### config.mk
export PLATFORM = sky130hd
export DESIGN_NAME = teng_64b66b_blk_classify
export DESIGN_NICKNAME = d
export VERILOG_FILES = /design/src/rtl/teng_pcs_pkg.sv /design/src/rtl/teng_64b66b_blk_classify.sv
export SDC_FILE = /design/constraint.sdc
export NUM_CORES = 1
export LEC_CHECK = 0
export ABC_CLOCK_PERIOD_IN_PS = 6600
export CAP_MARGIN = 20
export CELL_PAD_IN_SITES_DETAIL_PLACEMENT = 1
export CELL_PAD_IN_SITES_GLOBAL_PLACEMENT = 2
export CORE_UTILIZATION = 11
export DETAILED_ROUTE_END_ITERATION = 12
export PLACE_DENSITY_LB_ADDON = 0.1
export SETUP_SLACK_MARGIN = 0.2
export SYNTH_ARGS = -nofsm -noshare
export SYNTH_HDL_FRONTEND = slang
export SYNTH_SLANG_ARGS = --single-unit
export TNS_END_PERCENT = 20
### constraint.sdc
create_clock -name vclk -period 6.6
set_input_delay 1.32 -clock vclk [all_inputs]
set_output_delay 1.32 -clock vclk [all_outputs]
set_load 0.02 [all_outputs]
### src/rtl/teng_pcs_pkg.sv
// Shared constants and types for the 10GBASE-R 64b/66b encoder.
package teng_pcs_pkg;

  localparam logic [1:0] HDR_DATA = 2'b10;
  localparam logic [1:0] HDR_CTRL = 2'b01;

  localparam logic [7:0] BT_IDLE = 8'h1E;
  localparam logic [7:0] BT_S0   = 8'h78;
  localparam logic [7:0] BT_S4   = 8'h33;
  // Block type for a terminate in lane k
  localparam logic [7:0] BT_T [0:7] = '{8'h87, 8'h99, 8'hAA, 8'hB4,
                                        8'hCC, 8'hD2, 8'hE1, 8'hFF};

  localparam logic [7:0] XGMII_IDLE  = 8'h07;
  localparam logic [7:0] XGMII_START = 8'hFB;
  localparam logic [7:0] XGMII_TERM  = 8'hFD;

  localparam logic [6:0] CTL_IDLE = 7'h00;
  localparam logic [6:0] CTL_ERR  = 7'h1E;

  localparam logic [63:0] BLK_IDLE = {{8{CTL_IDLE}}, BT_IDLE};
  localparam logic [63:0] BLK_ERR  = {{8{CTL_ERR}}, BT_IDLE};

  typedef enum logic [2:0] {CLS_C, CLS_S0, CLS_S4, CLS_D, CLS_T, CLS_E} blk_class_t;
  typedef enum logic [1:0] {ST_C, ST_D, ST_E} enc_state_t;

endpackage

### src/rtl/teng_64b66b_blk_classify.sv
// Combinational classifier: maps one XGMII word to a block class plus terminate lane.
module teng_64b66b_blk_classify
  import teng_pcs_pkg::*;
(
  input  logic [63:0] txd_i,
  input  logic [7:0]  txc_i,
  output blk_class_t  cls_o,
  output logic [2:0]  term_lane_o
);

  logic [7:0] idle_lane;
  logic [7:0] t_mask;
  logic [7:0] hi_mask;

  // Flag each lane that carries the idle character
  always_comb begin
    idle_lane = '0;
    for (int i = 0; i < 8; i++) begin
      idle_lane[i] = (txd_i[8*i +: 8] == XGMII_IDLE);
    end
  end

  // Decode the word; terminate forms are mutually exclusive because txc differs per lane
  always_comb begin
    cls_o       = CLS_E;
    term_lane_o = '0;
    t_mask      = '0;
    hi_mask     = '0;
    if (txc_i == 8'h00) begin
      cls_o = CLS_D;
    end else if (txc_i == 8'hFF && idle_lane == 8'hFF) begin
      cls_o = CLS_C;
    end else if (txc_i == 8'h01 && txd_i[7:0] == XGMII_START) begin
      cls_o = CLS_S0;
    end else if (txc_i == 8'h1F && idle_lane[3:0] == 4'hF && txd_i[39:32] == XGMII_START) begin
      cls_o = CLS_S4;
    end else begin
      for (int k = 0; k < 8; k++) begin
        t_mask  = 8'hFF << k;
        hi_mask = t_mask << 1;
        if (txc_i == t_mask && txd_i[8*k +: 8] == XGMII_TERM &&
            (idle_lane & hi_mask) == hi_mask) begin
          cls_o       = CLS_T;
          term_lane_o = 3'(k);
        end
      end
    end
  end

endmodule

## After elaboration in Yosys (flattened, before gate mapping)

Cells that the tools add are included.

| storage, ports and cells | value |
|---|---|
| flip-flop bits (word level) | 0 |
| bits in latches | 0 |
| RAM bits | 0 |
| bits in read-only memories | 0 |
| bits of input ports | 72 |
| output and inout bits | 6 |
| word-level logic and storage cells | 79 |
| memories | 0 |

| cells by class | value |
|---|---|
| add/subtract/negate cells | 0 |
| multiply operators | 0 |
| div/mod/pow operators | 0 |
| order comparisons | 0 |
| equality and inequality tests | 36 |
| shift-type cells | 0 |
| multiplexer cells | 23 |
| bitwise gates (word level) | 0 |
| reduce and logical (&&, ||, !) cells | 20 |

Operators with widths:

| cell | count |
|---|---|
| == test 8 bit (second input constant) | 19 |
| == test 8 x 3 -> 1 bit (second input constant) | 8 |
| two-way mux 3 bit | 21 |
| logical AND 1 bit | 19 |
| == test 4 bit (second input constant) | 2 |
| == test 8 x 1 -> 1 bit (second input constant) | 1 |
| == test 8 x 5 -> 1 bit (second input constant) | 1 |
| logical NOT 8 bit | 1 |
| == test 7 bit (second input constant) | 1 |
| == test 6 bit (second input constant) | 1 |
| == test 5 bit (second input constant) | 1 |
| == test 3 bit (second input constant) | 1 |
| == test 2 bit (second input constant) | 1 |
| two-way mux 1 bit | 2 |

## Longest topological paths before layout

Gate-level depths: netlist (run 1).

| logic depth | value |
|---|---|
| depth after elaboration | 15 |
| gate-level depth with buffers | 5 |

## Worst setup path after synthesis (run 1)

OpenSTA, ideal clock, no wires.

| timing | value |
|---|---|
| kind | in2out |
| start point | input port txd_i[57] |
| end point | output port cls_o[0] |
| arrival | 3135 ps |
| required time | 5280 ps |
| path slack | 2145 ps |
| stages on the path | 5 |
| buffers on the path | 0 |
| cell sequence | or4b_2 -> nor4_1 -> o211ai_1 -> o21ai_0 -> a2111oi_0 |

| between the ends | value |
|---|---|
| longest elaborated chain between the ends | 15 |

Ends and longest elaborated chain:

| element | RTL line | RTL |
|---|---|---|
| start, declared | teng_64b66b_blk_classify.sv:5 | `input logic [63:0] txd_i,` |
| == test 8 x 3 -> 1 bit | teng_64b66b_blk_classify.sv:19 | `idle_lane[i] = (txd_i[8*i +: 8] == XGMII_IDLE);` |
| == test 7 bit | teng_64b66b_blk_classify.sv:42 | `(idle_lane & hi_mask) == hi_mask) begin` |
| logical AND 1 bit | teng_64b66b_blk_classify.sv:41 | `if (txc_i == t_mask && txd_i[8*k +: 8] == XGMII_TERM &&` |
| two-way mux 1 bit | teng_64b66b_blk_classify.sv:41 |  |
| two-way mux 3 bit (7 in series) | teng_64b66b_blk_classify.sv:41 |  |
| two-way mux 3 bit | teng_64b66b_blk_classify.sv:35 | `end else if (txc_i == 8'h1F && idle_lane[3:0] == 4'hF && txd_i[39:32] == XGMII_START) begin` |
| two-way mux 3 bit | teng_64b66b_blk_classify.sv:33 | `end else if (txc_i == 8'h01 && txd_i[7:0] == XGMII_START) begin` |
| two-way mux 3 bit * | teng_64b66b_blk_classify.sv:31 | `end else if (txc_i == 8'hFF && idle_lane == 8'hFF) begin` |
| two-way mux 3 bit * | teng_64b66b_blk_classify.sv:29 | `if (txc_i == 8'h00) begin` |
| end, declared | teng_64b66b_blk_classify.sv:7 | `output blk_class_t cls_o,` |

Every way passes the cells marked *; elsewhere a longest branch is shown, timed or not.

## Final worst setup path (run 1)

| timing | value |
|---|---|
| start point | input port txd_i[29] |
| end point | output port term_lane_o[0] |

| between the ends | value |
|---|---|
| longest elaborated chain between the ends | 14 |

Ends and longest elaborated chain:

| element | RTL line | RTL |
|---|---|---|
| == test 8 x 3 -> 1 bit | teng_64b66b_blk_classify.sv:19 |  |
| == test 6 bit | teng_64b66b_blk_classify.sv:42 |  |
| logical AND 1 bit | teng_64b66b_blk_classify.sv:41 |  |
| two-way mux 1 bit | teng_64b66b_blk_classify.sv:41 |  |
| two-way mux 3 bit (6 in series) | teng_64b66b_blk_classify.sv:41 |  |
| two-way mux 3 bit | teng_64b66b_blk_classify.sv:35 |  |
| two-way mux 3 bit | teng_64b66b_blk_classify.sv:33 |  |
| two-way mux 3 bit * | teng_64b66b_blk_classify.sv:31 |  |
| two-way mux 3 bit * | teng_64b66b_blk_classify.sv:29 |  |
| end, declared | teng_64b66b_blk_classify.sv:8 | `output logic [2:0] term_lane_o` |

Marks and branches as above.

==> results of run 1 <==
==> worst paths after layout <==
kind | start | endpoint | cells past startpoint
setup / recovery | txd_i[29] | term_lane_o[0] | 7
hold / removal | txd_i[42] | term_lane_o[2] | 6
==> through the flow <==
stage                     worst slack (ns)  cell area, µm²  utilization, %
final                                1.405            1411           29.68
after global routing                 1.232            1411           29.68
after CTS                            1.398            1411           29.68
after detailed placement             1.402            1411           29.68
after global placement               1.427            1411           29.68
after floorplan                      2.145           546.8               -
==> power by group through the flow <==
| stage | combinational [mW] | clock, mW | sequential (mW) |
|---|---|---|---|
| floorplan | 0.00805 | 0 | 0 |
| global route | 0.0625 | 0 | 0 |
| global placement | 0.0576 | 0 | 0 |
| detailed placement | 0.0583 | 0 | 0 |
| finish | 0.0580 | 0 | 0 |
| CTS | 0.0586 | 0 | 0 |
==> area by class of cell <==
class              count  area (µm²)  share of cell area (%)
repair buffers        78       780.7                   55.32
multi-input cells     78       546.8                   38.74
well taps             67       83.83                   5.940
==> metal layers <==
metal	GRT usage [%]	routed length (µm)	part of all wire [%]	vias to the layer above
met5	0	0	0	-
met3	0.5556	184	6.0	0
li1	-	-	-	500
met4	0	0	0	0
met2	23.05	1603	52	37
met1	13.85	1283	42	462
==> cells by family after synthesis <==
| kind of cell | count (synthesis) | share of synthesized area [%] |
|---|---|---|
| simple gates | 69 | 87.87 |
| compound gates | 9 | 12.13 |
==> layout by cell type (no fill, tap or decap), drive strengths merged, types with 2 or more instances in the layout <==
cell type,n
and4,4
nor2,6
nand2b,2
clkdlybuf4s50,78
nor3b,2
nor3,5
or3b,2
nor4,8
or4bb,2
nand4,5
nor4b,3
nand4b,5
nand3,5
or4b,4
nand2,4
and3,5
or3,2
or4,2
==> results.txt, run 1 <==
* Status: finished, final reports clean
* Worst Hold Slack: 3.947 ns
- Part of the Yosys area used for sequential elements: 0%
- The share of synthesized area in the top cell type comes to 8.009%.
- The internal portion of the total power is 0.04257 mW.
- By area the synthesized netlist is led by sky130_fd_sc_hd__nand4b_1, sky130_fd_sc_hd__nor4_1, sky130_fd_sc_hd__and4_1.
* Measured slew at the worst slew-check pin: 0.4717 ns
* Cell type contributing the most total cell area after synthesis: sky130_fd_sc_hd__nand4b_1
- In this run the worst hold path is classified as input pin to output port.
* Die boundary width: 72.51 µm
- Total global routing track utilization: 11.40%
- Antenna violations before repair: 0
* Worst path buffer plus inverter count: 2
- Stage delay of the slowest cell on the critical path: 0.61 ns
* Setup Fix Bufs, Post-CTS: 0
* Tightest slew margin relative to the limit: 68.26%
- The total count of hold-check failures in the final report came to 0.
- Post-layout min period: 5.195 ns
* Number of nets in the final layout: 230
- Cells traversed along the worst timing path: clkdlybuf4s50_1, or4b_1, nor4_2, and4_1, and3_1, a221o_1, clkdlybuf4s50_1
* Hold Buf Count CTS: 0
- Via count of the first global-routing pass: 1090
- Count of cell types in the netlist: 31
- Sequential cell count: 0
* Post-route insts no fill: 223
- Placer's final routability congestion estimate: 0.7050
* Slowest cell on the critical path: sky130_fd_sc_hd__clkdlybuf4s50_1
- Fraction of power consumed by sequential logic: 0%
- The cell area that synthesis handed to floorplanning was 546.8 µm².
* Area of the core: 4755 µm²
- Height of the die: 72.51 µm
* Synthesized net count: 150
- Total area of sequential cells: 0 µm²
* Highest clock rate: 0.1925 GHz
- Once detail routing completed, the nets flagged for antenna violations numbered 0.
- For this configuration, the core starts out at a cell density of 11.50%.
- Initial DRT Pass Iterations: 3
* Count of final max-slew check failures: 0
* Comb power frac: 100.0%
- Kind of capture point of the worst setup path: output port
* DRT Wirelength: 3072 µm
- Fraction of final layout cells with drive strength greater than 1: 3.205%
- Most numerous cell on the critical path: sky130_fd_sc_hd__clkdlybuf4s50_1
- Counting the clock-network buffers in the layout gives 0.
* Avg Cell Area, Syn: 7.010 µm²
- Final HPWL from detailed placement: 2889 µm
* # port buffers: 78
- Top cell types by occurrence after synthesis: sky130_fd_sc_hd__nor2_1, sky130_fd_sc_hd__nor4_1
* Count of pins on the block boundary: 78
- The first global-routing pass estimated 4954 µm of wire.
* Largest fanout of any net on the critical path: 3
* Synth warn: 0
- Of the available clock period, the critical path in the final layout requires 78.71%.
- Net switching is 26.56% of the power.
* Pin count of the biggest net entering global routing: 7
- GRT overflow: 0
- Setup-failing EPs final: 0
* Std-Cell Rows: 25
- Setup tns final: 0 ns
- Gate Count Post-Synth: 78
- VDD IR max: 12.68 µV
* Resized Gates After CTS: 0
- Crit Path Class: input pin to output port
- From synthesis to final layout, the design area changed by 158.1%.
* Detailed router's first-iteration violation count: 13
* Cell Count Post-Placement: 223
- After filler insertion, the fill cell instance count of the layout stands at 583.
- In the routed design, unresolved DRC markers number 0.
* Data required time at the worst endpoint: 5.28 ns
- Power share of the clock group: 0%
* Reported net switching power: 0.01540 mW
* Ant diodes: 0
- The kind of cell with the highest combined delay along the critical path is simple AND/OR/NAND/NOR gates.
* Max-capacitance violation count: 0
- Setup repair after global routing left no endpoint under its margin.
* CP startpoint kind: input pin
- For this design the static power due to leakage is 0.4514 nW.
- Ratio of routed vias to standard cells: 4.480
- Die Footprint: 5257 µm²
* Post-DR wirelength/cell: 13.78 µm
- Total Power: 0.05797 mW
* CP Data Arrival Time: 3.88 ns
* Pwr/cell area: 41.07 nW/µm²
* Vias after detailed routing: 999
(Power assumes the default switching activity.)
==> run 2, diff against run 1 <==
--- a/config.mk
+++ b/config.mk
@@ -5,11 +5,11 @@
 export SDC_FILE = /design/constraint.sdc
 export NUM_CORES = 1
 export LEC_CHECK = 0
-export ABC_CLOCK_PERIOD_IN_PS = 6600
+export ABC_CLOCK_PERIOD_IN_PS = 4200
 export CAP_MARGIN = 20
 export CELL_PAD_IN_SITES_DETAIL_PLACEMENT = 1
 export CELL_PAD_IN_SITES_GLOBAL_PLACEMENT = 2
-export CORE_UTILIZATION = 11
+export CORE_UTILIZATION = 10
 export DETAILED_ROUTE_END_ITERATION = 12
 export PLACE_DENSITY_LB_ADDON = 0.1
 export SETUP_SLACK_MARGIN = 0.2
==> constraint.sdc (replaced) <==
create_clock -name vclk -period 4.2
set_input_delay 0.84 -clock vclk [all_inputs]
set_output_delay 0.84 -clock vclk [all_outputs]
set_load 0.02 [all_outputs]
==> run 2 against run 1 <==
  * Clock-buffer cell count is the same
  * Critical endpoint unchanged
  * Critical path type unchanged
  * Cell count grew 3.1%
  * Total power grew 62%
==> results.txt, run 2 (synthesis gave the netlist of run 1 again) <==
* Status: finished, final reports clean
- Post-route insts no fill: 230
- Height of the die: 75.95 µm
- Fin worst setup slack: 0.3284 ns
- Together, buffers and inverters on the worst path number 2.
* Kind of capture point of the worst setup path: output port
- Count of final max-slew check failures: 0
- Measured slew at the worst slew-check pin: 0.4399 ns
- Prior to clock tree synthesis, the placed netlist has a worst setup slack of -0.02638 ns.
- The number of antenna violations at the first check in global routing was 0.
- Among all stages on the critical path, the largest delay is contributed by sky130_fd_sc_hd__or4b_1.
* Cell-internal power: 0.06869 mW
- Reported net switching power: 0.02498 mW
- Die Footprint: 5768 µm²
* DRT Wirelength: 3192 µm
- Tightest slew margin relative to the limit: 70.26%
- The layout has 0 clock buffers.
* GRT overflow: 0
- In this run the count of I/O pins placed on the die edge is 78.
- The floorplan has 26 rows.
- Pin count of the biggest net entering global routing: 6
- The worst setup path is of the input pin to output port kind.
* Area growth from synthesis to layout: 168.9%
* Setup tns final: 0 ns
- Of the total power, the share spent switching nets is 26.67%.
- At the end of routability-driven placement, the weighted congestion stood at 0.7084.
- Power share of the clock group: 0%
- Via count of the first global-routing pass: 1183
* Setup-failing EPs final: 0
- Combinational logic burns 100.0% of the power.
- Effective utilization at floorplan: 10.57%
- The library cell used most frequently in the layout, excluding fill and tap cells, is sky130_fd_sc_hd__clkdlybuf4s50_1.
- Number of nets in the final layout: 234
* Highest clock rate: 0.2583 GHz
* Hold Vio Cnt, Final: 0
- # port buffers: 78
- Vias after detailed routing: 1022
- Using the TritonRoute via totals, the vias-per-cell ratio works out to 4.443.
- On the worst path, the slowest cell contributes a delay of 0.53 ns.
- The sequential cells in the finished layout cover a total of 0 µm².
- Portion of the clock cycle consumed by the worst path in the final layout: 92.18%
- After detailed routing, the average wire length per cell comes to 13.88 µm.
- IR analysis of the VDD net gives a maximum drop of 19.60 µV.
- Ant diodes: 0
* Placed inst area: 1445 µm²
* Highest-count cells in the layout ignoring fill and taps: sky130_fd_sc_hd__clkdlybuf4s50_1, sky130_fd_sc_hd__nor4_1, sky130_fd_sc_hd__nor2_1
- Sequential cells account for 0% of the total power.
- Final non-filler cell area: 1470 µm²
* Remaining routing DRC violations: 0
- Fraction of final layout cells with drive strength greater than 1: 6.250%
* Area of the core: 5172 µm²
- Max-cap violations in this run came to 0.
- Data arrives at the worst endpoint at 3.03 ns.
* Detailed router's first-iteration violation count: 7
- In this design, the largest share of critical-path delay is due to simple AND/OR/NAND/NOR gates.
* Pwr/cell area: 63.71 nW/µm²
* Post-layout min period: 3.872 ns
- Data on the critical path is required at its endpoint by 3.36 ns.
- The count of nets left with antenna violations once routing finished came out at 0.
- Sequential cells placed in the final layout were counted as 0.
- The first detailed-routing pass took 4 iterations.
* Unrepaired setup endpoints after global routing: false
- Largest fanout of any net on the critical path: 3
- Summed over all nets, the half-perimeter wirelength after detailed placement is 3028 µm.
- In the global route stage, overall resource usage came out at 10.99%.
- STA classifies the critical path startpoint as an input pin.
* Leakage Power: 0.5435 nW
- Walking the worst path, the cells encountered are clkdlybuf4s50_1, or4b_1, nor4_2, and4_1, and3_1, a221o_1, dlygate4sd2_1.
- In this run, placement finished with an instance count of 230.
- First-pass GRT wire length: 5423 µm
- The floorplan step set the die width to 75.95 µm.
* Setup Fix Bufs, Post-CTS: 0
* Worst hold-check path type: input pin to output port
[run 2: through the flow]
step	power, mW	utilization (%)	hold WS, ns
2_1_floorplan	0.01266	-	1.967
3_3_place_gp	0.09256	27.94	3.022
3_5_place_dp	0.09406	27.94	3.019
4_1_cts	0.09433	28.01	2.893
5_1_grt	0.1013	28.42	2.709
6_report	0.09367	28.42	2.659
[run 2: per-layer routing]
| metal | GRT usage (%) | part of all wire, % | vias to the layer above |
|---|---|---|---|
| met4 | 0.5769 | 0.60 | 0 |
| met3 | 0.8434 | 4.7 | 2 |
| met5 | 0 | 0 | - |
| met2 | 22.55 | 53 | 38 |
| li1 | - | - | 508 |
| met1 | 12.66 | 41 | 474 |
[run 2: layout make-up]
cell class         instances  area [µm²]
fillers                  611        3702
multi-input cells         78       560.5
well taps                 70       87.58
repair buffers            82       822.0
[run 2: tightest hold or removal path, cell delays in order]
cell and delay (ns):
sky130_fd_sc_hd__clkdlybuf4s50_1 0.42, sky130_fd_sc_hd__and3_1 0.19, sky130_fd_sc_hd__o211ai_1 0.10, sky130_fd_sc_hd__nand2b_1 0.06
sky130_fd_sc_hd__dlymetal6s2s_1 0.20
[run 2: power by group through the flow]
stage                     Combinational, mW  Sequential, mW  Clock (mW)
final                                0.0937               0           0
after global routing                  0.101               0           0
after CTS                            0.0943               0           0
after detailed placement             0.0941               0           0
after global placement               0.0926               0           0
after floorplan                      0.0127               0           0
[run 2: final timing paths]
| kind | from | to | slack, ns | cells past startpoint |
|---|---|---|---|---|
| setup / recovery | txd_i[29] | term_lane_o[0] | 0.33 | 7 |
| hold / removal | txd_i[56] | term_lane_o[1] | 2.66 | 5 |
[run 2: repair_timing]
| item | in CTS | in global routing |
|---|---|---|
| endpoints found under the setup margin | 6 | 5 |
| gates resized for setup | 2 | 6 |
| hold buffers | 0 | 0 |
